File: src/rtl/interp_scheduler_pkg.sv
// Shared widths, defaults and FSM encoding for the
// stereo interpolation scheduler.
package interp_scheduler_pkg;

  localparam int DATA_W = 24;
  localparam int COEF_W = 11;
  localparam int PROD_W = 35;
  localparam int ACC_W = 36;
  localparam int SAMPLE_DIV_DEF = 512;

  localparam logic [COEF_W-1:0] PHASE_MAX = '1;

  typedef enum logic [1:0] {
    S_IDLE,
    S_ISSUE,
    S_DRAIN,
    S_OUT
  } state_t;

  function automatic logic [ACC_W-1:0] sext(
    input logic [PROD_W-1:0] p
  );
    return {p[PROD_W-1], p};
  endfunction

endpackage

File: src/rtl/interp_tick_gen.sv
// Output-sample tick: one strobe every SAMPLE_DIV clocks
// while run is high.
module interp_tick_gen #(
  parameter int SAMPLE_DIV = 512
) (
  input  logic clk,
  input  logic reset,
  input  logic run,
  output logic tick
);

  localparam int CW = $clog2(SAMPLE_DIV);
  localparam logic [CW-1:0] LAST = CW'(SAMPLE_DIV - 1);

  logic [CW-1:0] cnt;

  always_ff @(posedge clk or posedge reset) begin
    if (reset) begin
      cnt <= '0;
    end else if (!run || cnt == LAST) begin
      cnt <= '0;
    end else begin
      cnt <= cnt + 1'b1;
    end
  end

  assign tick = run && (cnt == LAST);

endmodule

File: src/rtl/interp_scheduler.sv
// Linear interpolation scheduler: captures L/R samples, and on
// each tick runs four ops through a shared external multiplier.
module interp_scheduler
  import interp_scheduler_pkg::*;
#(
  parameter int SAMPLE_DIV = SAMPLE_DIV_DEF,
  parameter int MULT_LAT = 2
) (
  input  logic              clk,
  input  logic              reset,
  input  logic              run,
  input  logic              din_en,
  input  logic [DATA_W-1:0] l_data_in,
  input  logic [DATA_W-1:0] r_data_in,
  output logic              mult_en,
  output logic [DATA_W-1:0] mult_a,
  output logic [COEF_W-1:0] mult_b,
  input  logic [PROD_W-1:0] mult_p,
  output logic              dout_valid,
  output logic [ACC_W-1:0]  l_data_out,
  output logic [ACC_W-1:0]  r_data_out,
  output logic              primed,
  output logic              busy
);

  localparam logic [1:0] DRAIN_LAST = 2'(MULT_LAT - 1);

  logic              tick;
  logic [COEF_W-1:0] phase;
  logic [COEF_W-1:0] period;
  logic [COEF_W-1:0] ph;
  logic [1:0]        strobes;
  logic [DATA_W-1:0] l_s0, l_s1, r_s0, r_s1;
  logic [DATA_W-1:0] sl0, sl1, sr0, sr1;
  logic [COEF_W-1:0] c0, c1;
  state_t            state;
  logic [1:0]        cnt;
  logic              start;
  logic              fin;
  logic [MULT_LAT-1:0] tag_vld;
  logic [MULT_LAT-1:0] tag_ch;
  logic [ACC_W-1:0]  acc_l, acc_r;
  logic [ACC_W-1:0]  acc_l_nx, acc_r_nx;

  interp_tick_gen #(
    .SAMPLE_DIV(SAMPLE_DIV)
  ) u_tick (
    .clk  (clk),
    .reset(reset),
    .run  (run),
    .tick (tick)
  );

  assign ph = (phase > period) ? period : phase;
  assign primed = (strobes == 2'd2);
  assign busy = (state != S_IDLE);
  assign dout_valid = (state == S_OUT);
  assign start = (state == S_IDLE) && tick && primed;
  assign fin = run && (state == S_DRAIN) && (cnt == DRAIN_LAST);

  always_ff @(posedge clk or posedge reset) begin
    if (reset) begin
      phase <= '0;
      period <= '0;
      l_s0 <= '0;
      l_s1 <= '0;
      r_s0 <= '0;
      r_s1 <= '0;
    end else if (din_en) begin
      phase <= '0;
      period <= phase;
      l_s1 <= l_s0;
      l_s0 <= l_data_in;
      r_s1 <= r_s0;
      r_s0 <= r_data_in;
    end else if (phase != PHASE_MAX) begin
      phase <= phase + 1'b1;
    end
  end

  always_ff @(posedge clk or posedge reset) begin
    if (reset) begin
      strobes <= '0;
    end else if (!run) begin
      strobes <= '0;
    end else if (din_en && !primed) begin
      strobes <= strobes + 2'd1;
    end
  end

  // Snapshot isolates the sequence from captures arriving mid-flight.
  always_ff @(posedge clk or posedge reset) begin
    if (reset) begin
      sl0 <= '0;
      sl1 <= '0;
      sr0 <= '0;
      sr1 <= '0;
      c0 <= '0;
      c1 <= '0;
    end else if (start) begin
      sl0 <= l_s0;
      sl1 <= l_s1;
      sr0 <= r_s0;
      sr1 <= r_s1;
      c0 <= ph;
      c1 <= period - ph;
    end
  end

  always_ff @(posedge clk or posedge reset) begin
    if (reset) begin
      state <= S_IDLE;
      cnt <= '0;
    end else if (!run) begin
      state <= S_IDLE;
      cnt <= '0;
    end else begin
      unique case (state)
        S_IDLE: begin
          cnt <= '0;
          if (start) state <= S_ISSUE;
        end
        S_ISSUE: begin
          cnt <= cnt + 2'd1;
          if (cnt == 2'd3) state <= S_DRAIN;
        end
        S_DRAIN: begin
          cnt <= cnt + 2'd1;
          if (cnt == DRAIN_LAST) begin
            state <= S_OUT;
            cnt <= '0;
          end
        end
        S_OUT: state <= S_IDLE;
      endcase
    end
  end

  always_comb begin
    mult_en = 1'b0;
    mult_a = '0;
    mult_b = '0;
    if (run && state == S_ISSUE) begin
      mult_en = 1'b1;
      unique case (cnt)
        2'd0: begin mult_a = sl1; mult_b = c1; end
        2'd1: begin mult_a = sl0; mult_b = c0; end
        2'd2: begin mult_a = sr1; mult_b = c1; end
        2'd3: begin mult_a = sr0; mult_b = c0; end
      endcase
    end
  end

  // Tags travel alongside the multiplier so each product lands
  // in the right channel; ops 2 and 3 are the right channel.
  always_ff @(posedge clk or posedge reset) begin
    if (reset) begin
      tag_vld <= '0;
      tag_ch <= '0;
    end else if (!run) begin
      tag_vld <= '0;
      tag_ch <= '0;
    end else begin
      tag_vld[0] <= mult_en;
      tag_ch[0] <= cnt[1];
      for (int i = 1; i < MULT_LAT; i++) begin
        tag_vld[i] <= tag_vld[i-1];
        tag_ch[i] <= tag_ch[i-1];
      end
    end
  end

  always_comb begin
    acc_l_nx = acc_l;
    acc_r_nx = acc_r;
    if (start) begin
      acc_l_nx = '0;
      acc_r_nx = '0;
    end else if (tag_vld[MULT_LAT-1]) begin
      if (tag_ch[MULT_LAT-1]) acc_r_nx = acc_r + sext(mult_p);
      else acc_l_nx = acc_l + sext(mult_p);
    end
  end

  always_ff @(posedge clk or posedge reset) begin
    if (reset) begin
      acc_l <= '0;
      acc_r <= '0;
      l_data_out <= '0;
      r_data_out <= '0;
    end else begin
      acc_l <= acc_l_nx;
      acc_r <= acc_r_nx;
      if (fin) begin
        l_data_out <= acc_l_nx;
        r_data_out <= acc_r_nx;
      end
    end
  end

endmodule

File: config.mk
export PLATFORM = sky130hd
export DESIGN_NAME = interp_scheduler
export DESIGN_NICKNAME = d
export VERILOG_FILES = /design/src/rtl/interp_scheduler_pkg.sv /design/src/rtl/interp_tick_gen.sv /design/src/rtl/interp_scheduler.sv
export SDC_FILE = /design/constraint.sdc
export NUM_CORES = 1
export LEC_CHECK = 0
export ABC_AREA = 1
export CAP_MARGIN = 20
export CORE_MARGIN = 2
export CORE_UTILIZATION = 49
export DETAILED_ROUTE_END_ITERATION = 8
export PLACE_DENSITY = 0.79
export SKIP_LAST_GASP = 1
export SLEW_MARGIN = 10
export SYNTH_ARGS = -nofsm -noshare
export SYNTH_HDL_FRONTEND = slang
export SYNTH_SLANG_ARGS = --single-unit
File: constraint.sdc
create_clock -name clk -period 16.4 [get_ports clk]
set_clock_uncertainty 0.05 [all_clocks]
set_input_delay 4.1 -clock clk [delete_from_list [all_inputs] [get_ports clk]]
set_output_delay 4.1 -clock clk [all_outputs]
set_load 0.02 [all_outputs]
# Yosys cells after proc, flatten, opt, wreduce, memory -nomap -nowiden
# Cells that the tools add are included.
dict set report totals {
  register_bits 399
  input_bits 87
  output_inout_bits 111
  wordCells 88
}
dict set report op_classes {
  addsub 7
  order_cmp 1
  eq_ne 14
  n_mux 27
  n_reduce_logical 17
}
# operator n
set ops {}
lappend ops {{36-bit 2-to-1 mux} 6}
lappend ops {{24-bit one-hot mux with 4 select lines} 1}
lappend ops {{36-bit adder} 2}
lappend ops {{11-bit 2-to-1 mux} 4}
lappend ops {{24-bit 2-to-1 mux} 1}
lappend ops {{11-bit one-hot mux with 2 select lines} 1}
lappend ops {{2-bit 2-to-1 mux} 10}
lappend ops {{11-bit by 1-bit adder with 11-bit output, second input constant} 1}
lappend ops {{11-bit > comparator} 1}
lappend ops {{11-bit != test, second input constant} 1}
lappend ops {{11-bit subtractor} 1}
lappend ops {{2-bit equality test, second input constant} 5}
lappend ops {{9-bit by 1-bit adder with 9-bit output, second input constant} 1}
lappend ops {{9-bit equality test, second input constant} 1}
lappend ops {{9-bit 2-to-1 mux} 1}
lappend ops {{2-bit one-hot mux with 4 select lines} 1}
lappend ops {{1-bit logical AND} 7}
lappend ops {{3-bit != test, second input constant} 2}
lappend ops {{2-bit one-hot mux with 3 select lines} 1}
lappend ops {{2-bit by 1-bit adder with 2-bit output, second input constant} 2}
lappend ops {{2-bit by 1-bit equality test with 1-bit output, second input constant} 2}
lappend ops {{2-bit logical NOT} 2}
lappend ops {{4-bit by 1-bit != test with 1-bit output, second input constant} 1}
lappend ops {{2-bit nonzero test} 2}
lappend ops {{7 further kinds} 9}

# Depth between registers and ports, before layout
dict set report depth {
  depth_word 7
  depth_mapped 22
  ltp_nobuf 21
}

# Cells and area by module
# Synthesis repeated with hierarchy kept, for this count alone.
dict set report unflattened {
  hier_cells 3005
  area_unflattened_um2 22345.2
}
# mod instances cells_per_inst area_per_inst_um2 seq_area_each_um2
set by_module_without_submodules {}
lappend by_module_without_submodules {interp_scheduler 1 2946 21891.0 9759.4}
lappend by_module_without_submodules {interp_tick_gen 1 59 454.2 225.2}

# Worst setup path before layout
# Ideal clock, no wire load.
dict set report synth_path {
  path_kind {input to output}
  start {input run}
  end {output mult_b[0]}
  arrival_time_ps 5264
  required_ps 12250
  slack_ps 6986
  stages 6
  path_buffers 2
  path_cell_list {buf_4 -> nand2_1 -> inv_1 -> clkbuf_1 -> o21ai_0 -> nor2_1}
}
dict set report synth_via {
  elab_chain_len 2
}
# item line_no
set synth_lines {}
lappend synth_lines {{start: declaration} interp_scheduler.sv:11} ;# input logic run,
lappend synth_lines {{1-bit logical AND} interp_scheduler.sv:143} ;# if (run && state == S_ISSUE) begin
lappend synth_lines {{11-bit 2-to-1 mux} interp_scheduler.sv:143}
lappend synth_lines {{end: declaration} interp_scheduler.sv:17} ;# output logic [COEF_W-1:0] mult_b,
# No other way between the ends.

# Worst setup path in the final report
dict set report layout_path {
  start {input run}
  end {output mult_a[11]}
}
dict set report layout_via {
  elab_chain_len 2
}
# item line_no
set layout_lines {}
lappend layout_lines {{1-bit logical AND} interp_scheduler.sv:143}
lappend layout_lines {{24-bit 2-to-1 mux} interp_scheduler.sv:143}
lappend layout_lines {{end: declaration} interp_scheduler.sv:16} ;# output logic [DATA_W-1:0] mult_a,
# No other way between the ends.

==> results.sh <==
export IMPL_post_synth_num_cell_types=47
export IMPL_synth_top_cell_area_share_pct=44.9
export IMPL_syn_inst=2982
export IMPL_vias=19700
export IMPL_detail_route_antenna_nets=0
export IMPL_clk_latency_ps=610
export IMPL_setup_violations=0
export IMPL_grt_overflow=0
export IMPL_synth_top_family_by_area="simple AND/OR/NAND/NOR gates"
export IMPL_yosysWarningCount=0
export IMPL_synth_seq_cells=399
export IMPL_netlist_area_um2=22300
export IMPL_drc=0
export IMPL_synthFlopType="dfrtp_1"
export IMPL_grt_first_pass_wirelength_um=95800
export IMPL_start_kind="input pin"
export IMPL_area_delta_synth_final_pct=17.7
export IMPL_wire_per_inst_um=15.7
export IMPL_yosysTopAreaCell="dfrtp_1"
export IMPL_rows=78
export IMPL_worstPathCellList="clkdlybuf4s50_1 > nand2_1 > inv_1 > buf_16 > o21ai_0 > a31oi_1 > clkdlybuf4s50_1"
export IMPL_cts_root_buf="clkbuf_16"
export IMPL_required_ps=12250
export IMPL_r2r_cells=9
export IMPL_cts_setup_buffers=0
export IMPL_synth_avg_cell_area_um2=7.46
export IMPL_hold_violations=0
export IMPL_synth_area_leaders="dfrtp_1 (45%), nand2_1 (16%), o21ai_0 (6.6%), inv_1 (6.3%), ha_1 (5.8%)"
export IMPL_async_flop_share_pct=100
export IMPL_drive_gt1_share_pct=5.88
export IMPL_hpwlAfterDp_um=42000
export IMPL_p_leak_uw=0.0130
export IMPL_crit_path_end_kind="primary output"
export IMPL_busiest_layer="met2"
export IMPL_first_global_vias=18800
export IMPL_synth_compound_area_share_pct=12.6
export IMPL_synth_simple_gate_area_share_pct=26.3
export IMPL_globalplace_congestion=1.00
export IMPL_start_util_pct=49.4
export IMPL_post_route_period_util_pct=64.7
export IMPL_core_region_area_um2=45100
export IMPL_hold_depth=2
export IMPL_drv_slew=0
export IMPL_htreeDepth=2
export IMPL_relSlewSlack_pct=24.4
export IMPL_drt_iter0_drc=1416
export IMPL_routed_wl_um=59000
export IMPL_die_w_um=217
export IMPL_path_clk_slew_ps=60
export IMPL_cts_tree="yes"
export IMPL_ctsLongestPathBuffers=3
export IMPL_hp_class="flop to flop"
export IMPL_synthAdderAreaFrac_pct=6.06
export IMPL_grt_max_degree=140
export IMPL_whs_ps=373
export IMPL_met1_usage_pct=34.3
export IMPL_cts_sinks=399
export IMPL_numPortBuffers=197
export IMPL_finalSetupTns_ps=0
export IMPL_synthMuxAreaShare_pct=0
export IMPL_gr_usage_met2_pct=40.7
export IMPL_met3_usage_pct=5.14
export IMPL_critPathMaxFanout=26
export IMPL_synth_xor_area_share_pct=1.50
export IMPL_crit_type="input pin to primary output"
export IMPL_fp_dieArea_um2=47100
export IMPL_p_per_area_nw_per_um2=137
export IMPL_slowest_delay_ps=670
export IMPL_peakVddDrop_mv=0.110
export IMPL_cp_arrival_ps=6460
export IMPL_post_route_min_period_ps=10610
export IMPL_antenna_found_initial=1
export IMPL_fin_nets=3322
export IMPL_ys_seq_area_share_pct=44.9
export IMPL_dr_pass1_iters=6
export IMPL_via_per_inst=5.22
export IMPL_cts_buffers=44
export IMPL_cpMostUsedCell="clkdlybuf4s50_1"
export IMPL_io_pins=198
export IMPL_die_h_um=217
export IMPL_drv_cap=0
export IMPL_outcome="finished clean"
export IMPL_gr_usage_all_layers_pct=25.3
export IMPL_rsz0062_at_grt="false"
export IMPL_syn_num_nets=3175
export IMPL_synth_edff_count=0
export IMPL_place_inst=3681
export IMPL_fmax_mhz=94.3
export IMPL_cts_resized_gates=0
export IMPL_tightest_slew_ps=1130
export IMPL_fin_cells=3764
export IMPL_slowest_stage="clkdlybuf4s50_1"
export IMPL_antenna_cells=0
export IMPL_hold_buffers=0
## where the power goes
group | switching, µW | total, µW | internal, µW | leakage [µW]
Sequential | 81.3 | 1220 | 1130 | 0.00506
Combinational | 833 | 1330 | 493 | 0.00717
Clock | 436 | 1040 | 606 | 0.000739
Total | 1350 | 3580 | 2230 | 0.0130
## critical path: cells and delay by family
family | cells | cell delay [ps]
compound gates | 2 | 330
buf+inv | 4 | 1880
simple gates | 1 | 120
## layout make-up
| class | instances | area [µm²] |
|---|---|---|
| fill | 4148 | 18900 |
| clock buffer | 58 | 1240 |
| clock inverter | 23 | 293 |
| timing repair buffer | 212 | 2120 |
| sequential | 399 | 9980 |
| multi-input combinational | 2090 | 10400 |
| inverter | 382 | 1450 |
| tap | 600 | 751 |
## registers in the layout, summed over array words and instances, names as in the netlist
register / flops
acc_l: 36
tag_vld: 2
phase: 11
sr1: 24
sl1: 24
sr0: 24
c0: 11
c1: 11
acc_r: 36
cnt: 2
l_s1: 24
r_data_out: 36
period: 11
strobes: 2
l_s0: 24
state: 2
r_s1: 24
r_s0: 24
sl0: 24
l_data_out: 36
tag_ch: 2
u_tick.cnt: 9
## synthesized netlist by cell type (10+ instances only)
cell	n
nand4_1	10
nand3_2	16
dfrtp_1	399
a31oi_1	31
inv_2	10
nor3_1	18
nand2_2	25
o21ai_1	39
nand2_1	932
inv_1	372
xnor2_1	29
nand3_1	136
buf_2	29
clkbuf_1	67
nor2_1	232
o21ai_0	292
a21oi_1	139
ha_1	103
nor2_2	15
## placed cells by master, fill, tap and decap left out, drive strengths merged, types with 6 or more instances in the layout
cell and count:
xnor2 29, clkinvlp 6, o21ai 332, a31oi 31, clkbuf 58, nor3 25
nor2 252, nand4 10, o21bai 9, xor2 9, clkinv 10, ha 103
inv 385, nand3 152, nand2 957, clkdlybuf4s50 196, dfrtp 399, buf 16
a21oi 148
## routing by layer
layer  vias up  wire length [µm]
met5         -                 0
met4         0              1620
met3       101              4470
met2       621             27000
met1      9173             25900
li1       9755                 -
## path summary, 6_finish.rpt
check | from | end | slack (ps)
max | run | mult_a[11] | 5790
min | tag_vld[0]$_DFF_PP0_ | tag_vld[1]$_DFF_PP0_ | 370
max reg2reg | cnt[1]$_DFFE_PP0P_ | l_data_out[21]$_DFFE_PP0P_ | 12680
min reg2reg | tag_vld[0]$_DFF_PP0_ | tag_vld[1]$_DFF_PP0_ | 370
max in group asynchronous | reset | sr1[10]$_DFFE_PP0P_ | 9880
min in group asynchronous | reset | l_data_out[6]$_DFFE_PP0P_ | 4050
## metrics by stage
stage                     area, µm²  worst slack [ps]  util (%)  power, µW
after floorplan               22300              1150         -       2100
after global placement        24600              5600      54.6       2520
after detailed placement      24600              5430      54.6       2540
after CTS                     26100              5410      58.0       3600
after global routing          26200              5660      58.1       3810
final                         26200              5790      58.1       3580
## cells by family (layout without fill, tap and decap cells)
kind of cell,count (synthesis),after routing
buffers and inverters,493,675
and+or+nand+nor,1413,1413
xor gates and xnor gates,38,38
adders and majority gates,106,106
AOI/OAI and AO/OA,533,533
DFF,399,399
No activity file was read; power rests on OpenSTA's default activity.
